## config.mk

```make
export PLATFORM = sky130hd
export DESIGN_NAME = turn_signal_ctrl
export DESIGN_NICKNAME = d
export VERILOG_FILES = /design/src/rtl/turn_signal_ctrl.sv
export SDC_FILE = /design/constraint.sdc
export NUM_CORES = 1
export LEC_CHECK = 0
export ABC_CLOCK_PERIOD_IN_PS = 2250
export CAP_MARGIN = 15
export CORE_MARGIN = 2
export CORE_UTILIZATION = 40
export DETAILED_ROUTE_END_ITERATION = 7
export GPL_TIMING_DRIVEN = 0
export SETUP_SLACK_MARGIN = 0.02
export SYNTH_ARGS = -nofsm -noshare
export SYNTH_HDL_FRONTEND = slang
export SYNTH_SLANG_ARGS = --single-unit
```

## constraint.sdc

```tcl
create_clock -name clk -period 2.25 [get_ports clk]
set_input_delay 0.45 -clock clk [delete_from_list [all_inputs] [get_ports clk]]
set_output_delay 0.45 -clock clk [all_outputs]
set_load 0.01 [all_outputs]
```

## src/rtl/turn_signal_ctrl.sv

```systemverilog
`default_nettype none
// ============================================================================
// Module      : turn_signal_ctrl
// Description : Turn-signal sequencer. Arbitrates left / right / hazard
//               requests, generates a symmetric blink cadence from a cycle
//               prescaler and enforces a minimum number of flashes for
//               left/right sequences.
// Ports       : clk        - clock, all state changes on rising edge
//               rst        - synchronous active-high reset
//               req_l      - left request (level)
//               req_r      - right request (level)
//               hazard     - hazard request (level), highest priority
//               lamp_l     - left lamp
//               lamp_r     - right lamp
//               busy       - high whenever the sequencer is not idle
//               active_dir - 00 idle, 01 left, 10 right, 11 hazard
// Revision    : 1.0 - initial release
// ============================================================================
module turn_signal_ctrl #(
    parameter int BLINK_HALF  = 8,
    parameter int MIN_FLASHES = 3
) (
    input  logic       clk,
    input  logic       rst,
    input  logic       req_l,
    input  logic       req_r,
    input  logic       hazard,
    output logic       lamp_l,
    output logic       lamp_r,
    output logic       busy,
    output logic [1:0] active_dir
);

    localparam int c_CNT_W = (BLINK_HALF > 1) ? $clog2(BLINK_HALF) : 1;
    localparam int c_FL_W  = $clog2(MIN_FLASHES + 1);

    localparam logic [c_CNT_W-1:0] c_CNT_LAST = c_CNT_W'(BLINK_HALF - 1);
    localparam logic [c_CNT_W-1:0] c_CNT_ONE  = c_CNT_W'(1);
    localparam logic [c_FL_W-1:0]  c_FL_MIN   = c_FL_W'(MIN_FLASHES);
    localparam logic [c_FL_W-1:0]  c_FL_ONE   = c_FL_W'(1);

    // State codes double as the active_dir encoding.
    localparam logic [1:0] c_ST_IDLE   = 2'b00;
    localparam logic [1:0] c_ST_LEFT   = 2'b01;
    localparam logic [1:0] c_ST_RIGHT  = 2'b10;
    localparam logic [1:0] c_ST_HAZARD = 2'b11;

    logic [1:0]         r_state;
    logic [c_CNT_W-1:0] r_cnt;
    logic               r_phase;
    logic [c_FL_W-1:0]  r_flash;

    logic [1:0]         w_state_nxt;
    logic [c_CNT_W-1:0] w_cnt_nxt;
    logic               w_phase_nxt;
    logic [c_FL_W-1:0]  w_flash_nxt;
    logic               w_enter;
    logic               w_go_idle;
    logic               w_own_req;
    logic               w_wrap;
    logic               w_end_off;
    logic               w_flash_done;

    assign w_wrap       = (r_cnt == c_CNT_LAST);
    assign w_end_off    = w_wrap & ~r_phase;
    // The flash counter only advances on an on->off toggle, so at the end of
    // an off half-period it already includes every completed flash.
    assign w_flash_done = (r_flash >= c_FL_MIN);

    // ------------------------------------------------------------------
    // State register
    // ------------------------------------------------------------------
    always_ff @(posedge clk) begin
        if (rst) begin
            r_state <= c_ST_IDLE;
            r_cnt   <= '0;
            r_phase <= 1'b0;
            r_flash <= '0;
        end else begin
            r_state <= w_state_nxt;
            r_cnt   <= w_cnt_nxt;
            r_phase <= w_phase_nxt;
            r_flash <= w_flash_nxt;
        end
    end

    // ------------------------------------------------------------------
    // Next-state and counter logic
    // ------------------------------------------------------------------
    always_comb begin
        w_state_nxt = r_state;
        w_cnt_nxt   = r_cnt;
        w_phase_nxt = r_phase;
        w_flash_nxt = r_flash;
        w_enter     = 1'b0;
        w_go_idle   = 1'b0;
        w_own_req   = (r_state == c_ST_LEFT) ? req_l : req_r;

        case (r_state)
            c_ST_IDLE: begin
                // Simultaneous left+right without hazard is invalid: stay idle.
                if (hazard) begin
                    w_state_nxt = c_ST_HAZARD;
                    w_enter     = 1'b1;
                end else if (req_l & ~req_r) begin
                    w_state_nxt = c_ST_LEFT;
                    w_enter     = 1'b1;
                end else if (req_r & ~req_l) begin
                    w_state_nxt = c_ST_RIGHT;
                    w_enter     = 1'b1;
                end
            end
            c_ST_LEFT, c_ST_RIGHT: begin
                // Opposite-direction request is deliberately ignored here.
                if (hazard) begin
                    w_state_nxt = c_ST_HAZARD;
                    w_enter     = 1'b1;
                end else if (w_end_off & ~w_own_req & w_flash_done) begin
                    w_go_idle = 1'b1;
                end
            end
            c_ST_HAZARD: begin
                if (w_end_off & ~hazard) begin
                    w_go_idle = 1'b1;
                end
            end
            default: begin
                w_go_idle = 1'b1;
            end
        endcase

        if (w_enter) begin
            w_cnt_nxt   = '0;
            w_phase_nxt = 1'b1;
            w_flash_nxt = '0;
        end else if (w_go_idle) begin
            w_state_nxt = c_ST_IDLE;
            w_cnt_nxt   = '0;
            w_phase_nxt = 1'b0;
            w_flash_nxt = '0;
        end else if (r_state != c_ST_IDLE) begin
            if (w_wrap) begin
                w_cnt_nxt   = '0;
                w_phase_nxt = ~r_phase;
                if (r_phase && (r_flash != c_FL_MIN)) begin
                    w_flash_nxt = r_flash + c_FL_ONE;
                end
            end else begin
                w_cnt_nxt = r_cnt + c_CNT_ONE;
            end
        end
    end

    // ------------------------------------------------------------------
    // Outputs decode from registers only
    // ------------------------------------------------------------------
    assign lamp_l     = r_phase & ((r_state == c_ST_LEFT)  | (r_state == c_ST_HAZARD));
    assign lamp_r     = r_phase & ((r_state == c_ST_RIGHT) | (r_state == c_ST_HAZARD));
    assign busy       = (r_state != c_ST_IDLE);
    assign active_dir = r_state;

endmodule
`default_nettype wire

```

[After elaboration in Yosys (flattened, before gate mapping)]
Index checks and enable logic that the tools add are counted.
Word-level totals
  output and inout port bits: 5
  word-level logic and storage cells: 58
  register bits: 8
  input bits: 5
Operators by class
  magnitude comparators: 1
  bitwise gates (word level): 15
  reductions and logical operators: 9
  eq/ne operators: 5
  $add $sub $neg: 2
  muxes and demuxes: 22
Operators by type and width (number)
  two-way mux 1 bit: 12
  two-way mux 2 bit: 6
  AND 1 bit: 8
  nonzero test 3 bit: 2
  inverter 1 bit: 5
  == test 2 bit (second input constant): 2
  one-hot mux 1 bit (2 select lines): 2
  one-hot mux 2 bit (2 select lines): 1
  adder 3 x 1 -> 3 bit (second input constant): 1
  == test 3 bit (second input constant): 1
  two-way mux 3 bit: 1
  AND reduction 3 bit: 1
  OR reduction 3 bit: 1
  adder 2 x 1 -> 2 bit (second input constant): 1
  == test 2 x 1 -> 1 bit (second input constant): 1
  >= comparator 2 bit (second input constant): 1
  zero test 2 bit: 1
  != test 2 bit (second input constant): 1
  OR 1 bit: 2
  AND reduction 2 bit: 1
  nonzero test 2 bit: 1
  OR reduction 2 bit: 1
  logical AND 1 bit: 1

[Logic depth before layout (Yosys ltp)]
  depth after elaboration: 10
  mapped depth: 7
  depth with buffers taken out: 6

[Worst setup path before layout]
No wires, ideal clock.
  path kind: register -> register
  start: register r_state[0] (netlist: active_dir[0])
  end: register r_flash[1]
  clock period less this slack: 1.606 ns
  setup slack: 0.644 ns
  library setup time: 0.123 ns
  cell stages (with the launch flop): 8
  buffers on the path: 1
  data required time: 2.127 ns
  data arrival time: 1.483 ns
  path through: dfxtp_1 > inv_1 > ha_1 > buf_6 > nand2b_4 > nor3b_4 > mux2i_1 > nor3_2
Between the ends
  cells in the longest elaborated chain, start to end: 9
  elaborated cells between the ends (all ways): 16
  those cells by class: 3 x eq/ne; 5 x mux; 3 x bitwise; 5 x reduce/logical
RTL lines
  start: declaration: line 48  | logic [1:0] r_state;
  start signal: assignment: line 75  | r_state <= c_ST_IDLE;
  start signal: assignment: line 80  | r_state <= w_state_nxt;
  == test 2 x 1 -> 1 bit: line 97, 99
  two-way mux 1 bit: line 97  | w_own_req = (r_state == c_ST_LEFT) ? req_l : req_r;
  inverter 1 bit: line 118  | end else if (w_end_off & ~w_own_req & w_flash_done) begin
  AND 1 bit (2 in a row): line 118
  two-way mux 1 bit: line 118
  two-way mux 1 bit: line 115  | if (hazard) begin
  one-hot mux 1 bit (2 select lines): line 99  | case (r_state)
  OR reduction 3 bit (no line)
  end signal: assignment: line 83  | r_flash <= w_flash_nxt;
  end: declaration: line 51  | logic [c_FL_W-1:0] r_flash;
Parallel ways exist; a longest one is shown, timed or not.
A chain may end at the register's enable or synchronous reset.

[Final worst setup path]
  start: register r_state[1] (netlist: active_dir[1])
  end: output lamp_l
Between the ends
  cells in the longest elaborated chain, start to end: 3
  elaborated cells between the ends (all ways): 4
  those cells by class: 2 x eq/ne; 2 x bitwise
RTL lines
  == test 2 x 1 -> 1 bit / == test 2 bit (equally long branches): line 157  | assign lamp_l = r_phase & ((r_state == c_ST_LEFT) | (r_state == c_ST_HAZARD));
  OR 1 bit (*): line 157
  AND 1 bit (*): line 157
  end: declaration: line 28  | output logic lamp_l,
Mark *: on every way between the ends. The rest lies on a longest branch, timed or not.

==> run metrics <==
die width 42.8 um; Via Count 466; GPL Wtd Cong 0.672; GRT Overall Usage 0.133; Setup WS pre-CTS 0.232 ns; vias in the first global route 437; DRT Pass-1 Iters 1; share of cells above drive strength 1 0.189; Synth top cells by count 9 x ha_1, 8 x dfxtp_1, 6 x nor3_1, 5 x inv_1, 4 x mux2i_1; Worst-Margin Slew 0.326 ns; initial antenna violation count 0; #FFs+latches synth 8; Tcrit/Tclk final 0.930; Max Cap Viol 0; slew margin rel. 0.783; Die Ht 42.8 um; Finish-stage setup viols 0; Cell Rows 13; met2 wire length 460 um; GRT Residual Overflow 0; Mapped Cells 62; CP max FO 8; Post-synth EDFFs 0; Bufs on Longest Clock Path 2; status finished clean; main area contributors after synthesis dfxtp_1 27%, ha_1 19%, mux2i_1 6.7%, nor3_1 5.0%, nor3_2 5.0%; DR WL/cell 11.1 um; CP endpoint kind primary output; final core occ 0.543; RSZ-0062 raised after global routing false; CTS tree done; M1 wire length 466 um; antenna-violating nets left 0; I/O pin cnt 10; H-tree depth 1; largest area contributor in the netlist dfxtp_1; Pwr Density 1070 mW/mm^2; Post-synth top flop dfxtp_1; first-pass GRT wire length 1800 um; Via density 5.24; clock sink count 8; Initial Utilization 0.445; placed insts 86; Slew Viols, Final 0; total negative slack 0 ns; P_leak 0.326 nW; yosys warns 0; DRC 0; syn avg cell area 9.69 sq um; fmax 0.478 GHz; fillers 137; Async SR Flop Fraction 0; Root Buffer clkbuf_4; Critical Path RT 1.80 ns; min cycle time layout 2.09 ns; dpl hpwl 799 um; Port Buffers 9; Top Layer Used met4; Layout Cells excl Fill 89; diode count 0; WP data arrival 1.64 ns; Tightest Hold Check Type reg2reg; syn nets 76; Num CTS Buffers 3; synth unique cells 28; Clk Latency, worst-skew pair 0.25 ns; crit path kind reg2out; Core Footprint 0.00135 sq mm; final worst slack 0.158 ns; Synth-to-Final Area Change 22.1%; Clock Skew 0.00552 ns; Max IR drop VDD 557 uV; CP Launch Type flop; Die ar. 0.00183 sq mm; Post-Syn Area 601 sq um; clk slew on worst S/H paths 0.06 ns; Final Hold Viols 0; count leader, synth ha_1; routed wl met3 34 um; Yosys top cell area share 0.267; largest net degree at the start of global routing 10; DRT iter0 DRCs 0; Routed WL 985 um; sequential fraction of the synthesis area 0.267; Nets 90; # Post-CTS Setup Buffers 0
## through the flow
step	total power, mW	hold WS (ns)	cell area, sq um
after floorplan	0.538	0.506	601
final	0.783	0.542	733
after global routing	0.863	0.579	733
after detailed placement	0.681	0.543	709
after CTS	0.794	0.551	732
after global placement	0.681	0.517	709
## report_power, final
group	total [mW]	leakage (nW)	internal (mW)	switching, mW
combinational	0.453	0.246	0.234	0.219
sequential	0.220	0.0657	0.179	0.0415
clock	0.109	0.0138	0.0610	0.0484
total	0.783	0.326	0.473	0.309
## layout by cell type, fill, tap and decap left out
cell	n
xnor2_1	2
nor2_1	1
nor3_1	6
clkbuf_2	1
and3_1	1
inv_1	5
inv_2	1
ha_1	9
dfxtp_2	1
nor3b_4	1
a31o_1	1
a21o_1	1
nand2b_4	1
a21o_4	1
o21a_1	2
mux2i_1	4
dfxtp_1	7
a21oi_1	3
o21ba_1	1
clkdlybuf4s50_1	9
clkbuf_4	3
nor2b_1	1
nand2_1	1
buf_6	1
a41oi_1	1
nand3b_1	1
o21ai_0	2
nand3_1	1
o31ai_1	1
nor3_2	3
a21oi_2	1
## area by class of cell
class	instances	area [sq um]	share of cell area
buffer	2	16.3	0.0222
multi-input combinational	46	402	0.548
clock buffer	3	22.5	0.0307
timing repair buffer	9	90.1	0.123
inverter	6	22.5	0.0307
tap	15	18.8	0.0256
sequential	8	161	0.220
## path summary, 6_finish.rpt
check              to           from  slack, ns  cells after the start
max            lamp_l  active_dir[1]       0.16                      4
min          r_cnt[2]       r_cnt[2]       0.54                      2
max reg2reg   r_phase  active_dir[1]       0.64                      7
min reg2reg  r_cnt[2]       r_cnt[2]       0.54                      2
## critical path, stage by stage (launching register included)
cell and delay (ns):
dfxtp_1 0.39, ha_1 0.16, clkbuf_2 0.18, o21a_1 0.14, clkdlybuf4s50_1 0.52
## sequential cells by signal, indices dropped and copies added, names as in the netlist
register and cells:
active_dir 2, r_cnt 3, r_flash 2, r_phase 1
## repair_timing
item | 4_1_cts | 5_1_grt
endpoints found under the setup margin | 0 | 2
hold buffers | 0 | 0
gates resized for setup | 0 | 1
## metal layers
metal	global-route usage	vias to the layer above
met5	0	-
met4	0.0750	0
met3	0.0255	5
met2	0.206	9
met1	0.168	207
li1	-	245
## logic make-up after synthesis
kind of cell	after synthesis	share of synthesized area
compound gates	14	0.177
flops	8	0.267
fa+ha+maj	9	0.188
xor+xnor	2	0.0292
mux	4	0.0667
buf+inv	8	0.0646
simple gates	17	0.208
Note: power is estimated with default switching activity, not from simulation.
